**src/rtl/fifo_pkg.sv**
```systemverilog
// Shared sizing helpers, parameter legality checks and status-flag bundle for the level FIFO.
package fifo_pkg;

  function automatic int clogb2(input int value);
    int r;
    r = 0;
    while ((1 << r) < value) r = r + 1;
    return r;
  endfunction

  function automatic int ptr_width(input int size);
    return clogb2(size) + 1;
  endfunction

  function automatic bit is_pow2(input int value);
    return (value >= 2) && ((value & (value - 1)) == 0);
  endfunction

  function automatic bit params_ok(input int size, input int af_lvl, input int ae_lvl);
    return is_pow2(size) && (af_lvl >= 1) && (af_lvl <= size) &&
           (ae_lvl >= 0) && (ae_lvl < size);
  endfunction

  typedef struct packed {
    logic full;
    logic valid;
    logic afull;
    logic aempty;
  } fifo_flags_t;

  localparam fifo_flags_t FLAGS_RST = '{full: 1'b0, valid: 1'b0, afull: 1'b0, aempty: 1'b1};

endpackage

```
**src/rtl/fifo_sdp_ram.sv**
```systemverilog
// Simple dual-port memory: synchronous write port, asynchronous read port.
module fifo_sdp_ram
  import fifo_pkg::*;
#(
  parameter int DEPTH = 128,
  parameter int WIDTH = 32
) (
  input  logic                      clock,
  input  logic                      we,
  input  logic [clogb2(DEPTH)-1:0]  waddr,
  input  logic [WIDTH-1:0]          wdata,
  input  logic [clogb2(DEPTH)-1:0]  raddr,
  output logic [WIDTH-1:0]          rdata
);

  // Power-up contents are zero; reset never touches the array.
  logic [WIDTH-1:0] mem [DEPTH] = '{default: '0};

  always_ff @(posedge clock)
    if (we) mem[waddr] <= wdata;

  assign rdata = mem[raddr];

endmodule

```
**src/rtl/sync_fifo_level.sv**
```systemverilog
// Single-clock FIFO with fill level, almost-full/empty thresholds and synchronous flush.
// Sticky overflow/underflow flags are added when FIFO_ERROR_FLAGS_EN is defined.
module sync_fifo_level
  import fifo_pkg::*;
#(
  parameter int BUFFER_SIZE        = 128,
  parameter int DATA_WIDTH         = 32,
  parameter int ALMOST_FULL_LEVEL  = 120,
  parameter int ALMOST_EMPTY_LEVEL = 8
) (
  input  logic                          clock,
  input  logic                          rst_n,
  input  logic                          flush,
  input  logic [DATA_WIDTH-1:0]         data_in,
  input  logic                          data_in_valid,
  output logic                          data_in_full,
  output logic [DATA_WIDTH-1:0]         data_out,
  output logic                          data_out_valid,
  input  logic                          data_out_ack,
  output logic [clogb2(BUFFER_SIZE):0]  level,
  output logic                          almost_full,
  output logic                          almost_empty
`ifdef FIFO_ERROR_FLAGS_EN
  ,
  output logic                          overflow_error,
  output logic                          underflow_error
`endif
);

  localparam int AW = clogb2(BUFFER_SIZE);
  localparam int LW = ptr_width(BUFFER_SIZE);
  localparam logic [LW-1:0] FULL_LVL = LW'(BUFFER_SIZE);
  localparam logic [LW-1:0] AF_LVL   = LW'(ALMOST_FULL_LEVEL);
  localparam logic [LW-1:0] AE_LVL   = LW'(ALMOST_EMPTY_LEVEL);

  if (!params_ok(BUFFER_SIZE, ALMOST_FULL_LEVEL, ALMOST_EMPTY_LEVEL)) begin : g_bad_params
    $error("sync_fifo_level: illegal BUFFER_SIZE or threshold parameters");
  end

  logic [LW-1:0] wr_ptr, rd_ptr, level_nxt;
  logic          wr_en, rd_en;
  fifo_flags_t   flags;

  // Handshakes qualify on the registered flags, so a full FIFO refuses a
  // write even when a read frees a slot on the same edge.
  assign wr_en = data_in_valid && !flags.full  && !flush;
  assign rd_en = data_out_ack  &&  flags.valid && !flush;

  always_comb begin
    level_nxt = level;
    if (flush)                level_nxt = '0;
    else if (wr_en && !rd_en) level_nxt = level + LW'(1);
    else if (rd_en && !wr_en) level_nxt = level - LW'(1);
  end

  always_ff @(posedge clock or negedge rst_n) begin
    if (!rst_n) begin
      wr_ptr <= '0;
      rd_ptr <= '0;
      level  <= '0;
      flags  <= FLAGS_RST;
    end else begin
      level        <= level_nxt;
      flags.full   <= (level_nxt == FULL_LVL);
      flags.valid  <= (level_nxt != '0);
      flags.afull  <= (level_nxt >= AF_LVL);
      flags.aempty <= (level_nxt <= AE_LVL);
      if (flush) begin
        wr_ptr <= '0;
        rd_ptr <= '0;
      end else begin
        if (wr_en) wr_ptr <= wr_ptr + LW'(1);
        if (rd_en) rd_ptr <= rd_ptr + LW'(1);
      end
    end
  end

  fifo_sdp_ram #(
    .DEPTH (BUFFER_SIZE),
    .WIDTH (DATA_WIDTH)
  ) u_ram (
    .clock (clock),
    .we    (wr_en),
    .waddr (wr_ptr[AW-1:0]),
    .wdata (data_in),
    .raddr (rd_ptr[AW-1:0]),
    .rdata (data_out)
  );

  assign data_in_full   = flags.full;
  assign data_out_valid = flags.valid;
  assign almost_full    = flags.afull;
  assign almost_empty   = flags.aempty;

`ifdef FIFO_ERROR_FLAGS_EN
  always_ff @(posedge clock or negedge rst_n) begin
    if (!rst_n) begin
      overflow_error  <= 1'b0;
      underflow_error <= 1'b0;
    end else if (flush) begin
      overflow_error  <= 1'b0;
      underflow_error <= 1'b0;
    end else begin
      if (data_in_valid && flags.full)  overflow_error  <= 1'b1;
      if (data_out_ack  && !flags.valid) underflow_error <= 1'b1;
    end
  end
`endif

endmodule

```
**config.mk**
```make
export PLATFORM = sky130hd
export DESIGN_NAME = sync_fifo_level
export DESIGN_NICKNAME = d
export VERILOG_FILES = /design/src/rtl/fifo_pkg.sv /design/src/rtl/fifo_sdp_ram.sv /design/src/rtl/sync_fifo_level.sv
export SDC_FILE = /design/constraint.sdc
export NUM_CORES = 2
export LEC_CHECK = 0
export CAP_MARGIN = 20
export CORE_MARGIN = 5
export CORE_UTILIZATION = 57
export DETAILED_ROUTE_END_ITERATION = 16
export DONT_BUFFER_PORTS = 1
export GPL_TIMING_DRIVEN = 0
export PLACE_DENSITY = 0.84
export SYNTH_ARGS = -nofsm -noshare
export SYNTH_HDL_FRONTEND = slang
export SYNTH_SLANG_ARGS = --single-unit
```
**constraint.sdc**
```tcl
create_clock -name clock -period 4.4 [get_ports clock]
set_input_delay 1.32 -clock clock [delete_from_list [all_inputs] [get_ports clock]]
set_output_delay 1.32 -clock clock [all_outputs]
set_load 0.05 [all_outputs]
```
==> impl_metrics.ini, run 1 <==
[status]
status = stopped before the end
stop_stage = global routing (5_1_grt)
error = [ERROR GRT-0228] Horizontal edge usage exceeds the maximum allowed. (47, 71) usage=65535 limit=3200

[synthesis]
synthTopCellsByArea = edfxtp_1 (78%), mux4_2 (13%), mux2i_1 (3.5%)
synth_cell_types = 62
ys_warn_count = 0
synth_cells = 7143
synth_edf_count = 4096
yosysTopAreaCell = edfxtp_1
syn-cell-area_mm2 = 0.158
synth-seq-area-share = 0.781
synth_flop_cell = edfxtp_1
yosys.area.top_type_share = 0.777
synth_seq_cells = 4122
synth.net_count = 7184
ys_async_sr_fraction = 0.00631
syn_avg_cell_area_um2 = 22.2

[floorplan]
die_w_um = 537
ioPinCount = 81
die_h_um = 537
rows = 193
start_util = 0.573

[sta]
grt-worst-endpoint = data_out[6]
worst-endpoint-pin-kind = output port

[place]
io_buffers = 0
placed_cell_area_mm2 = 0.169
dp_hpwl_um = 362000
gp_congestion = 1.03

[global_route]
grt_max_degree = 129
antenna_found_initial = 137

[clock_network]
clockBufferDepth = 4
clkSinkCount = 4122
cts-root-buf = clkbuf_16
cts_inserted_buffers = 399
htreeDepth = 5
==> synth_stat cells, types with 25 or more instances <==
library cell	number
buf_1	31
nand2_1	68
nor2_1	201
clkbuf_1	172
o22ai_1	161
a22oi_1	142
edfxtp_1	4096
buf_4	56
buf_6	62
mux2i_1	552
o21ai_0	53
nor3_1	48
and2_1	27
a21oi_1	126
nand3_1	35
o31ai_1	61
dfrtp_1	25
buf_2	96
mux4_2	882
==> metrics by stage <==
stage / setup slack, ns / std cells
4_1_cts: -1.46 / 11969
3_5_place_dp: -2.46 / 11096
3_3_place_gp: -3.77 / 10848
2_1_floorplan: 0.0226 / 7143
==> what timing repair did <==
| item | 4_1_cts |
|---|---|
| setup endpoints to repair | 72 |
| hold buffers | 1 |
| resized for setup | 1262 |
| cloned | 4 |
| endpoints found under the hold margin | 25 |
| buffers inserted | 176 |
| pin swaps | 105 |
==> cell families after synthesis <==
group | count (synthesis) | synth area share
buf+inv | 426 | 0.0153
mux | 1440 | 0.161
compound gates | 680 | 0.0286
flops | 4122 | 0.781
simple gates | 457 | 0.0133
xor+xnor | 14 | 0.000774
fa+ha+maj | 4 | 0.000316
==> run 2: changes to the inputs <==
Settings changed: CORE_UTILIZATION 57 to 40, PLACE_DENSITY 0.84 to not set, PLACE_DENSITY_LB_ADDON set to 0.15.
Clock period 4.4 ns to 5.7 ns, I/O delays scaled along.
==> run 2 against run 1 <==
  * The flow now finishes, with violations (setup timing)
  * Area after synthesis is the same
  * Synthesized cell count unchanged
==> impl_metrics.ini, run 2 <==
[sta]
slew_violations = 0
finalWorstSetupSlack_ns = -0.693
finalCritPeriodShare = 1.12
max-slew-margin-rel = 0.107
rsz0062_at_grt = true
tightestPinTransition_ns = 1.33
fin_worst_skew_ns = 0.0798
max_clock_freq_mhz = 156
final_hold_viol_count = 0
finalSetupTns_ns = -9.83
finalSetupViolCount = 31
min_period_ns = 6.39

[synthesis]
synth_seq_cells = 4122
yosys.area.top_type_share = 0.777
ys_async_sr_fraction = 0.00631
synth_flop_cell = edfxtp_1
synth_cell_types = 62
synth_top_family_by_area = multiplexers
synth-compound-area-share = 0.0286
synthTopCellsByCount = edfxtp_1 (4096), mux4_2 (882), mux2i_1 (552)
yosysTopAreaCell = edfxtp_1
ys_warn_count = 0
synth_cells = 7143
synthSimpleGateAreaFrac = 0.0133
synthTopCellsByArea = edfxtp_1 (78%), mux4_2 (13%), mux2i_1 (3.5%)
syn-cell-area_mm2 = 0.158
synthXorXnorAreaFrac = 0.000774
synth_edf_count = 4096
syn_avg_cell_area_um2 = 22.2
synth-seq-area-share = 0.781
synth.net_count = 7184
synth.mux.area_fraction = 0.161
synthAdderAreaFrac = 0.000316
yosysMostFrequentCell = edfxtp_1

[setup_path]
reg2regPathDepth = 9
crit_top_cell = buf_16
worst_ep_required_time_ns = 3.99
crit_start = rd_ptr[0]$_DFFE_PN0P_
r2r_setup_slack_ns = 1.36
worstPathMaxFanout = 5
crit_path_end_kind = output port
crit_type = register to output port
worstSetupStartpointType = register
crit_chain = buf_8 -> buf_12 -> buf_16 -> buf_16 -> buf_16 -> buf_12 -> mux2i_4 -> o22ai_2 -> nor3_4 -> nor3_4 -> o211ai_1 -> o21ai_4
timing.rr.start = data_in_full$_DFF_PN0_
cp.arrival_ns = 4.68
cp_slowest_cell = o211ai_1
slowest_delay_ns = 1.06
regToRegEndpoint = u_ram.mem[72][12]$_DFFE_PP_
critPathCapture = data_out[28]

[final_layout]
largest_register_ffs = 4096
layout_commonest_cell = edfxtp_1
top_register = u_ram.mem
final_util = 0.495
regArea_mm2 = 0.124
top_regs = u_ram.mem x4096, level x8
nets = 8210
final_cells = 13808
multi_input_area_mm2 = 0.0367
nFillCells = 31322
layout_common_cells = edfxtp_1 (4096), mux4_2 (882), mux2i_1 (499), clkbuf_16 (448), buf_12 (231)
area_growth_pct = 23.6
drive_gt1_frac = 0.352

[place]
gp_congestion = 0.919
dp_slack_ns = -1.85
dp.cells = 12688
dp_hpwl_um = 410000
io_buffers = 0

[floorplan]
dieArea_mm2 = 0.408
start_util = 0.401
die_w_um = 639
die_h_um = 639
rows = 231
core_mm2 = 0.395
ioPinCount = 81

[route]
wirelength_um = 615000
wl_per_cell_um = 44.5
drt_iter0_markers = 14320
antenna_left = 0
vias_per_cell = 6.31
drc = 0
num_vias = 87063
firstDrtPassIters = 6

[pwr]
swShare = 0.256
clockPowerShare = 0.377
p_seq_frac = 0.449
p_int_mw = 55.5
netSwitchingPower_mw = 19.1
comb_power_share = 0.174
ir_drop_v = 0.000252
power_density_mw_per_mm2 = 381
power.static_leakage_nw = 59.6

[clock_network]
htreeDepth = 5
postCtsHoldBufs = 0
clk_latency_ns = 0.99
clockBufferDepth = 4
cts_tree = yes
clkTransAtPathRegs_ns = 0.07
cts_inserted_buffers = 436
clkSinkCount = 4122
cts-root-buf = clkbuf_16

[global_route]
grt_pass1_vias = 82877
grt_max_degree = 129
track_usage = 0.296
grt_pass1_wl_um = 797000
overflow = 0
antenna_found_initial = 32

[status]
status = finished, violations left
failed_checks = setup timing

[worst_hold_path]
hold_path.class = input pin to asynchronous set/reset pin

[job]
maxCapViolCount = 0
-- run 2: power by group through the flow --
stage | combinational [mW] | clock, mW | sequential (mW)
3_5_place_dp | 9.69 | 0 | 34.1
3_3_place_gp | 9.41 | 0 | 34.2
4_1_cts | 12.2 | 28.3 | 33.5
6_report | 13.0 | 28.1 | 33.5
2_1_floorplan | 5.81 | 0 | 34.1
5_1_grt | 13.2 | 29.7 | 33.5
-- run 2: how the worst min path moves through the flow --
| stage | from | to | cells past startpoint |
|---|---|---|---|
| 2_1_floorplan | rd_ptr[1]$_DFFE_PN0P_ | rd_ptr[1]$_DFFE_PN0P_ | 3 |
| 3_3_place_gp | wr_ptr[0]$_DFFE_PN0P_ | wr_ptr[1]$_DFFE_PN0P_ | 3 |
| 3_5_place_dp | rd_ptr[1]$_DFFE_PN0P_ | rd_ptr[1]$_DFFE_PN0P_ | 3 |
| 4_1_cts | rst_n | wr_ptr[6]$_DFFE_PN0P_ | 0 |
| 5_1_grt | rst_n | wr_ptr[6]$_DFFE_PN0P_ | 0 |
| 6_report | rst_n | wr_ptr[5]$_DFFE_PN0P_ | 0 |
-- run 2: metal layers --
| layer | GRT usage | part of all wire | vias to the layer above |
|---|---|---|---|
| met5 | 0 | 0.00030 | - |
| met4 | 0.163 | 0.067 | 4 |
| met3 | 0.0768 | 0.11 | 1160 |
| met2 | 0.444 | 0.45 | 5899 |
| met1 | 0.396 | 0.37 | 47487 |
| li1 | - | - | 32513 |
-- run 2: layout make-up --
cell class,instances,area share
diodes,31,0.000396
plain buffers,409,0.0281
clock buffers,550,0.0584
clock inverters,254,0.0127
inverters,6,0.000141
multi-input cells,2595,0.187
flip-flops and latches,4122,0.632
well taps,5242,0.0335
repair buffers,599,0.0472
-- run 2: cell families after synthesis --
logic type               after synthesis
flip-flops                          4122
adder cells (fa/ha/maj)                4
XOR/XNOR                              14
AO/OA/AOI/OAI                        680
buffers and inverters                426
AND/OR/NAND/NOR                      457
multiplexers                        1440
-- run 2: what timing repair did --
item                                    in CTS  in global routing
gates resized for setup                   1384                238
pin swaps                                  113                135
hold endpoints to repair                     0                  0
setup buffers                              191                106
cloned                                       2                  2
endpoints found under the setup margin      32                 32
-- run 2: worst max-delay path: cells and delay by family, from the launching register on --
| family | cells | cell delay, ns |
|---|---|---|
| multiplexers | 1 | 0.22 |
| AO/OA/AOI/OAI | 3 | 1.53 |
| flip-flops | 1 | 0.38 |
| AND/OR/NAND/NOR | 2 | 0.51 |
| buffers and inverters | 6 | 0.93 |
-- run 2: stage by stage --
stage | hold WS, ns | area (um2) | power, mW
finish | 0.422 | 196000 | 74.6
global route | 0.367 | 196000 | 76.4
CTS | 0.338 | 194000 | 74.1
detailed placement | 0.648 | 172000 | 43.8
global placement | 0.656 | 165000 | 43.6
floorplan | 0.609 | 158000 | 39.9
(Power assumes the default switching activity.)
